$ cat src/rtl/morra_cinese_n.sv
// rtl/morra_cinese_n.sv - parametrised rock-paper-scissors match controller
// One round adjudicated per clock; scores, round count and results are registered.
module morra_cinese_n #(
  parameter int ROUND_W     = 2,
  parameter int MIN_ROUNDS  = 4,
  parameter int LEAD_TO_WIN = 2,
  parameter int NO_REPEAT   = 1,
  localparam int CW = $clog2(MIN_ROUNDS + 2**ROUND_W) + 1
) (
  input  logic               clk,
  input  logic               rst_n,
  input  logic               INIZIO,
  input  logic [ROUND_W-1:0] NUM_MANCHE,
  input  logic [1:0]         PRIMO,
  input  logic [1:0]         SECONDO,
  output logic [1:0]         MANCHE,
  output logic [1:0]         PARTITA,
  output logic [CW-1:0]      PUNTI_PRIMO,
  output logic [CW-1:0]      PUNTI_SECONDO,
  output logic [CW-1:0]      N_MANCHE
);

  typedef enum logic [1:0] {IDLE, GIOCO, FINE} state_t;

  localparam logic [1:0] NONE  = 2'b00;
  localparam logic [1:0] SASSO = 2'b01;
  localparam logic [1:0] CARTA = 2'b10;
  localparam logic [1:0] FORB  = 2'b11;

  localparam logic signed [CW:0] LEAD_S   = (CW+1)'(LEAD_TO_WIN);
  localparam logic [CW-1:0]      MIN_R    = CW'(MIN_ROUNDS);

  state_t          state_q;
  logic [1:0]      manche_q, partita_q;
  logic [CW-1:0]   p1_q, p2_q, n_q, limit_q;
  logic [1:0]      mem_win_q, mem_move_q;

  logic [1:0]      res_d, leader_d, mem_move_d;
  logic [CW-1:0]   p1_d, p2_d, n_d, limit_d;
  logic            moves_ok, blocked, p1_beats, lead_ok, end_d;
  logic signed [CW:0] diff;

  assign limit_d = MIN_R + {{(CW-ROUND_W){1'b0}}, NUM_MANCHE};

  always_comb begin
    res_d      = NONE;
    blocked    = 1'b0;
    moves_ok   = (PRIMO != NONE) && (SECONDO != NONE);
    p1_beats   = (PRIMO == SASSO && SECONDO == FORB) ||
                 (PRIMO == FORB  && SECONDO == CARTA) ||
                 (PRIMO == CARTA && SECONDO == SASSO);
    // The last decisive winner may not replay the move it just won with.
    if (NO_REPEAT != 0)
      blocked = (mem_win_q == 2'b01 && PRIMO   == mem_move_q) ||
                (mem_win_q == 2'b10 && SECONDO == mem_move_q);
    if (moves_ok && !blocked) begin
      if (PRIMO == SECONDO) res_d = 2'b11;
      else if (p1_beats)    res_d = 2'b01;
      else                  res_d = 2'b10;
    end
    mem_move_d = (res_d == 2'b01) ? PRIMO : SECONDO;

    p1_d = p1_q + {{(CW-1){1'b0}}, res_d == 2'b01};
    p2_d = p2_q + {{(CW-1){1'b0}}, res_d == 2'b10};
    n_d  = n_q + {{(CW-1){1'b0}}, 1'b1};

    diff    = {1'b0, p1_d} - {1'b0, p2_d};
    lead_ok = (diff >= LEAD_S) || (-diff >= LEAD_S);
    end_d   = (lead_ok && (n_d >= MIN_R)) || (n_d == limit_q);

    if (p1_d > p2_d)      leader_d = 2'b01;
    else if (p2_d > p1_d) leader_d = 2'b10;
    else                  leader_d = 2'b11;
  end

  always_ff @(posedge clk or negedge rst_n) begin
    if (!rst_n) begin
      state_q    <= IDLE;
      manche_q   <= NONE;
      partita_q  <= NONE;
      p1_q       <= '0;
      p2_q       <= '0;
      n_q        <= '0;
      limit_q    <= '0;
      mem_win_q  <= NONE;
      mem_move_q <= NONE;
    end else if (INIZIO) begin
      state_q    <= GIOCO;
      limit_q    <= limit_d;
      manche_q   <= NONE;
      partita_q  <= NONE;
      p1_q       <= '0;
      p2_q       <= '0;
      n_q        <= '0;
      mem_win_q  <= NONE;
      mem_move_q <= NONE;
    end else begin
      case (state_q)
        GIOCO: begin
          manche_q <= res_d;
          if (res_d != NONE) begin
            p1_q <= p1_d;
            p2_q <= p2_d;
            n_q  <= n_d;
            if (res_d == 2'b11) begin
              mem_win_q  <= NONE;
              mem_move_q <= NONE;
            end else begin
              mem_win_q  <= res_d;
              mem_move_q <= mem_move_d;
            end
            if (end_d) begin
              state_q   <= FINE;
              partita_q <= leader_d;
            end
          end
        end
        default: manche_q <= NONE;
      endcase
    end
  end

  assign MANCHE        = manche_q;
  assign PARTITA       = partita_q;
  assign PUNTI_PRIMO   = p1_q;
  assign PUNTI_SECONDO = p2_q;
  assign N_MANCHE      = n_q;

endmodule

$ cat config.mk
export PLATFORM = sky130hd
export DESIGN_NAME = morra_cinese_n
export DESIGN_NICKNAME = d
export VERILOG_FILES = /design/src/rtl/morra_cinese_n.sv
export SDC_FILE = /design/constraint.sdc
export NUM_CORES = 1
export LEC_CHECK = 0
export ABC_CLOCK_PERIOD_IN_PS = 5950
export CAP_MARGIN = 20
export CORE_MARGIN = 2
export CORE_UTILIZATION = 58
export CTS_CLUSTER_DIAMETER = 150
export DETAILED_ROUTE_END_ITERATION = 12
export GPL_ROUTABILITY_DRIVEN = 1
export GPL_TIMING_DRIVEN = 0
export PLACE_DENSITY = 0.91
export SYNTH_ARGS = -nofsm -noshare
export SYNTH_HDL_FRONTEND = slang
export SYNTH_SLANG_ARGS = --single-unit
$ cat constraint.sdc
create_clock -name clk -period 5.95 [get_ports clk]
set_clock_uncertainty 0.15 [all_clocks]
set_input_delay 1.19 -clock clk [delete_from_list [all_inputs] [get_ports clk]]
set_output_delay 1.19 -clock clk [all_outputs]
set_load 0.02 [all_outputs]
==> results_dict.tcl, run 1 <==
set metrics [dict create \
    cts_root_buffer "clkbuf_4" \
    setup_viol 0 \
    yosysTopAreaCell "dfrtp_1" \
    start_util_pct 61.9 \
    cts_tree "yes" \
    antenna_found_initial 0 \
    power_density_mw_per_mm2 252 \
    synth_edf_count 0 \
    syn-num-nets 210 \
    synth-simple-area-share_pct 19.3 \
    syn_to_final_growth_pct 16.4 \
    ant_nets 0 \
    max_freq_ghz 0.211 \
    synthArstFlopShare_pct 100 \
    met2_length_um 1650 \
    endpoint_kind "flip-flop" \
    io_pins 25 \
    routed.top_layer "met4" \
    grt_pass1_wl_um 5590 \
    wl_um 3430 \
    yosysSeqAreaShare_pct 36.0 \
    synth.distinct_cells 42 \
    syn_inst 189 \
    synth_top_area_share_pct 36.0 \
    r2r_slack_ns 1.63 \
    min_path_type "flip-flop to flip-flop" \
    hold_path_end "state_q[1]$_DFFE_PN0P_" \
    wl_met3_um 111 \
    cp_data_required_time_ns 6.04 \
    drive_above_1_share_pct 8.45 \
    worst_slew_pin_slew_ns 0.493 \
    status "complete, but fails checks" \
    cts_hold_buf 0 \
    placed_area_mm2 0.00196 \
    grt_pass1_vias 1227 \
    synth_top_family_by_area "simple AND/OR/NAND/NOR gates" \
    synthAdderAreaFrac_pct 8.65 \
    grt_overflow 0 \
    wl_per_cell_um 14.1 \
    cts-resized-gates 0 \
    tns_ns 0 \
    synth_xor_area_share_pct 10.1 \
    clk_latency_ns 0.34 \
    clock-sinks 25 \
    wirelength_met1_um 1630 \
    layout.nets 235 \
    yosys-top-cells-area "dfrtp_1 (36%), ha_1 (8.7%), xnor2_1 (6.1%), nor2_1 (5.0%), a21oi_1 (4.0%)" \
    synth_area_mm2 0.00174 \
    crit_fanout 9 \
    worst-setup-path-type "primary input to flip-flop" \
    port-buffer-count 19 \
    rsz0062_at_grt "no" \
    fillerInstances 214 \
    dpl.hpwl_um 2550 \
    power_uw 510 \
    avgViaCountPerCell 5.81 \
    h-tree-depth 1 \
    synth_compound_area_share_pct 16.0 \
    cts_setup_buffers 0 \
    arrival_ns 4.84 \
    final_cell_area_mm2 0.00202 \
    avgSynthCellArea_um2 9.18 \
    clockBufferDepth 2 \
    row_count 19 \
    worstReg2RegEnd "state_q[1]$_DFFE_PN0P_" \
    min_period_over_period_pct 79.8 \
    first_iter_violations 31 \
    grt_max_degree 26 \
    diodes 0 \
    hold_ws_ns 0.393 \
    ys_seq_elements 25 \
    coreArea_mm2 0.00281 \
    cp-start-kind "primary input" \
    cap_violations 0 \
    final_common_cell "dfrtp_1" \
    die_area_mm2 0.00345 \
    clk_pin_slew_ns 0.13 \
    max-slew-margin-rel_pct 66.8 \
    dieHeight_um 58.7 \
    worstRegToRegCells 16 \
    failed_checks "design-rule violations" \
    leakagePower_nw 0.866 \
    maxSlewViolCount 0 \
    r2r_start "mem_move_q[0]$_DFFE_PN0P_" \
    dr.pass1.iters 8 \
    min_period_ns 4.75 \
    place_congestion 0.780 \
    final_cell_mix "dfrtp_1 (25), nor2_1 (23), clkdlybuf4s50_1 (19)" \
    finalHoldViolCount 0 \
    vias 1418 \
    grtUsageTotal_pct 21.2 \
    synth_flop_cell "dfrtp_1" \
    hold_path_startpoint "state_q[1]$_DFFE_PN0P_" \
    cts_buffers 3 \
    drcViolationCount 2 \
    synth_mux_area_share_pct 4.76 \
    die_w_um 58.7 \
    max-vdd-ir-drop_mv 0.200 \
    ys_warn_count 0 \
    holdPathStages 1 \
]
## cell families (layout without fill, tap and decap cells)
logic type | count (synthesis) | in the layout
muxes | 8 | 8
buffers and inverters | 21 | 45
DFF | 25 | 25
xor gates and xnor gates | 20 | 20
adders and majority gates | 12 | 12
and+or+nand+nor | 65 | 65
AOI/OAI and AO/OA | 38 | 38
## sequential cells by signal, indices dropped and copies added (netlist names)
| signal | count |
|---|---|
| MANCHE | 2 |
| PARTITA | 2 |
| limit_q | 3 |
| mem_move_q | 2 |
| PUNTI_SECONDO | 4 |
| state_q | 2 |
| PUNTI_PRIMO | 4 |
| mem_win_q | 2 |
| N_MANCHE | 4 |
## cell usage after synthesis (2+ instances only)
master      n
dfrtp_1    25
nor2_1     23
a21oi_1    14
ha_1       12
xnor2_1    12
inv_1      10
nand2_1     9
xor2_1      8
clkbuf_1    7
mux2i_1     6
nand3_1     6
o21ai_0     6
nor3_1      5
nand3b_1    3
o2bb2ai_1   3
or3_1       3
and2_1      2
buf_2       2
buf_4       2
mux2_2      2
nand2b_1    2
nand4_1     2
nor2b_1     2
o31ai_1     2
o41a_1      2
or2_2       2
or4bb_1     2
## metrics by stage
| step | cells | utilization [%] | setup WS (ns) |
|---|---|---|---|
| after global placement | 239 | 70.0 | 0.917 |
| after detailed placement | 239 | 70.0 | 0.909 |
| after CTS | 243 | 71.1 | 1.27 |
| final | 244 | 72.0 | 1.20 |
| after floorplan | 189 | - | 1.26 |
| after global routing | 244 | 72.0 | 0.847 |
## worst max-delay path by stage
stage	startpoint	to	slack, ns	cells past startpoint
final	PRIMO[0]	state_q[1]$_DFFE_PN0P_	1.20	17
after global routing	PRIMO[0]	state_q[1]$_DFFE_PN0P_	0.85	17
after CTS	PRIMO[1]	state_q[1]$_DFFE_PN0P_	1.27	17
after detailed placement	PRIMO[1]	state_q[1]$_DFFE_PN0P_	0.91	17
after global placement	PRIMO[1]	PARTITA[0]$_DFFE_PN0P_	0.92	17
after floorplan	PRIMO[1]	state_q[1]$_DFFE_PN0P_	1.26	17
## critical path, cell delays in order
cell      delay (ns)
clkbuf_1        0.26
nand2_1         0.14
a211oi_1        0.32
nor4_2          0.10
and2_1          0.17
ha_1            0.19
ha_1            0.35
xnor2_1         0.18
ha_1            0.37
inv_1           0.08
ha_1            0.27
nor2_1          0.15
o21ai_0         0.11
a211o_1         0.31
a211oi_2        0.34
nor3_1          0.12
o21ba_1         0.19
## per-layer routing
metal | GRT usage (%) | up-vias
met5 | 0 | -
met4 | 5.84 | 0
met3 | 3.30 | 6
met2 | 34.5 | 29
met1 | 29.7 | 673
li1 | - | 710
## where the power goes
part	internal, mW	switching, mW	total (mW)
Combinational	0.100	0.121	0.221
Clock	0.0258	0.0552	0.0811
Sequential	0.189	0.0193	0.208
## area by class of cell
cell class                      count  area [µm²]  share of cell area [%]
Inverter                           10        37.5                    1.86
Clock inverter                      1        7.51                   0.372
Sequential cell                    25         626                    31.0
Clock buffer                        3        22.5                    1.12
Multi-Input combinational cell    143        1020                    50.6
Tap cell                           31        38.8                    1.92
Buffer                             11        51.3                    2.54
Timing Repair Buffer               20         215                    10.7
(Power assumes the default switching activity.)
==> inputs of run 2 (changes only) <==
==> config.mk (replaced) <==
export PLATFORM = sky130hd
export DESIGN_NAME = morra_cinese_n
export DESIGN_NICKNAME = d
export VERILOG_FILES = /design/src/rtl/morra_cinese_n.sv
export SDC_FILE = /design/constraint.sdc
export NUM_CORES = 1
export LEC_CHECK = 0
export ABC_CLOCK_PERIOD_IN_PS = 4550
export CAP_MARGIN = 20
export CORE_MARGIN = 2
export CORE_UTILIZATION = 54
export CTS_CLUSTER_DIAMETER = 150
export DETAILED_ROUTE_END_ITERATION = 12
export GPL_ROUTABILITY_DRIVEN = 1
export GPL_TIMING_DRIVEN = 0
export PLACE_DENSITY = 0.86
export SYNTH_ARGS = -nofsm -noshare
export SYNTH_HDL_FRONTEND = slang
export SYNTH_SLANG_ARGS = --single-unit
==> constraint.sdc (replaced) <==
create_clock -name clk -period 4.55 [get_ports clk]
set_clock_uncertainty 0.15 [all_clocks]
set_input_delay 0.91 -clock clk [delete_from_list [all_inputs] [get_ports clk]]
set_output_delay 0.91 -clock clk [all_outputs]
set_load 0.02 [all_outputs]
==> run 2 against run 1 <==
Compared with the run above:
- clock power increased by 17%
- sequential share of layout area fell by 0.89 points
- global-route usage is 0.73 points lower
- critical path depth unchanged
- worst hold slack lost 0.010 ns
- via count grew 2.4%
- die area increased by 6.9%
- power rose by 31%
- combinational power rose by 37%
- largest cell class unchanged
- the run now ends clean
==> results_dict.tcl, run 2 (synthesized netlist as in run 1, its figures left out) <==
set metrics [dict create \
    status "finished clean" \
    coreArea_mm2 0.00305 \
    grtUsageTotal_pct 20.5 \
    fin_cells 258 \
    path_buf_inv 2 \
    crit_chain "buf_2, or2_2, a21oi_1, nor4_2, and2_1, ha_1, ha_1, xnor2_2, ha_4, inv_1, ha_1, nor2_1, o21ai_0, a211o_1, a211oi_4, nor3_1, o21ba_1" \
    utilization_pct 68.1 \
    row_count 20 \
    maxSlewViolCount 0 \
    p_sw_share_pct 37.6 \
    wl_per_cell_um 13.8 \
    clk_pin_slew_ns 0.12 \
    cp_data_required_time_ns 4.61 \
    dpl.hpwl_um 2610 \
    crit_start "SECONDO[0]" \
    max-vdd-ir-drop_mv 0.191 \
    r2r_start "mem_move_q[0]$_DFFE_PN0P_" \
    rsz0062_at_grt "no" \
    avgViaCountPerCell 5.63 \
    ff_latch_area_um2 626 \
    cts_tree "yes" \
    place_congestion 0.827 \
    crit_fanout 10 \
    cap_violations 0 \
    path_delay_family "adder cells" \
    multi_input_comb_area_mm2 0.00105 \
    syn_to_final_growth_pct 19.8 \
    min_period_over_period_pct 94.8 \
    hold_path_startpoint "state_q[1]$_DFFE_PN0P_" \
    grt_overflow 0 \
    min_path_type "flip-flop to flip-flop" \
    power_uw 670 \
    min_period_ns 4.31 \
    cts_root_buffer "clkbuf_4" \
    finalHoldViolCount 0 \
    die_area_mm2 0.00368 \
    internal_power_uw 418 \
    clk_latency_ns 0.31 \
    h-tree-depth 1 \
    io_pins 25 \
    fillerInstances 258 \
    use_met1_pct 28.7 \
    placed_cells 252 \
    final_cell_mix "dfrtp_1 (25), nor2_1 (23), clkdlybuf4s50_1 (19)" \
    start_util_pct 56.8 \
    p_sw_uw 252 \
    cpMaxStageDelayCell "ha_1" \
    max-slew-margin-rel_pct 67.7 \
    first_iter_violations 70 \
    tns_ns 0 \
    clock-sinks 25 \
    grt_pass1_wl_um 5610 \
    power_density_mw_per_mm2 322 \
    max_freq_ghz 0.232 \
    port-buffer-count 19 \
    grtUsageMet2_pct 33.5 \
    arrival_ns 4.37 \
    cp-start-kind "primary input" \
    ant_nets 0 \
    final_common_cell "dfrtp_1" \
    combPwrFrac_pct 45.1 \
    cts_buffers 3 \
    pwr-share-seq_pct 40.7 \
    vias 1452 \
    antenna_found_initial 0 \
    layout.nets 236 \
    clockBufferDepth 2 \
    diodes 0 \
    wl_um 3570 \
    grt_pass1_vias 1226 \
    drive_above_1_share_pct 11.7 \
    use_met3_pct 3.20 \
    crit_top_cell "ha_1" \
    dieHeight_um 60.7 \
    worst-setup-path-type "primary input to flip-flop" \
    die_w_um 60.7 \
    clockPowerShare_pct 14.2 \
    top_usage_layer "met2" \
    setup_viol 0 \
    grt_max_degree 26 \
    endpoint_kind "flip-flop" \
    dr.pass1.iters 4 \
    worst_slew_pin_slew_ns 0.485 \
    leakagePower_nw 0.886 \
    drcViolationCount 0 \
    critPathMaxStageDelay_ns 0.37 \
]
[run 2: cell count changes in the layout (fill, tap and decap cells not counted), sizes merged]
| cell | delta |
|---|---|
| buf | +2 |
| clkbuf | -1 |
| clkinv | +1 |
| clkinvlp | -1 |
[run 2: cell type report]
cell class	count	share of cell area, %
flip-flops and latches	25	30.1
inverters	10	1.81
well taps	44	2.65
multi-input cells	143	50.7
clock inverters	1	0.241
repair buffers	21	10.8
plain buffers	11	2.65
clock buffers	3	1.08
[run 2: routing by layer]
layer	vias up	wire (µm)
li1	712	-
met2	37	1780
met1	699	1620
met3	4	135
met5	-	0
met4	0	34
[run 2: power groups by stage]
| stage | logic, mW | registers (mW) | clock network (mW) |
|---|---|---|---|
| floorplan | 0.187 | 0.291 | 0 |
| global placement | 0.278 | 0.274 | 0 |
| detailed placement | 0.285 | 0.275 | 0 |
| CTS | 0.286 | 0.270 | 0.0996 |
| global route | 0.335 | 0.276 | 0.109 |
| finish | 0.302 | 0.273 | 0.0951 |
[run 2: path summary, 6_finish.rpt]
path	to	slack [ns]	depth (start not counted)
max in group asynchronous	state_q[0]$_DFFE_PN0P_	3.06	2
hold / removal	state_q[1]$_DFFE_PN0P_	0.38	1
hold reg to reg	state_q[1]$_DFFE_PN0P_	0.38	1
min in group asynchronous	MANCHE[1]$_DFF_PN0_	0.75	1
setup reg to reg	state_q[1]$_DFFE_PN0P_	0.31	16
setup / recovery	state_q[1]$_DFFE_PN0P_	0.24	17
[run 2: metrics by stage]
step,hold WS (ns),worst slack [ns],instance area (µm²)
finish,0.383,0.236,2080
global route,0.399,0.0116,2080
CTS,0.358,0.0744,2010
detailed placement,0.329,-0.260,1980
global placement,0.323,-0.184,1980
floorplan,0.314,0.135,1740
[run 2: timing repair]
action / in CTS / in global routing
buffers inserted: 0 / 1
hold buffers: 0 / 0
gates resized for setup: 0 / 10
endpoints found under the setup margin: 0 / 4
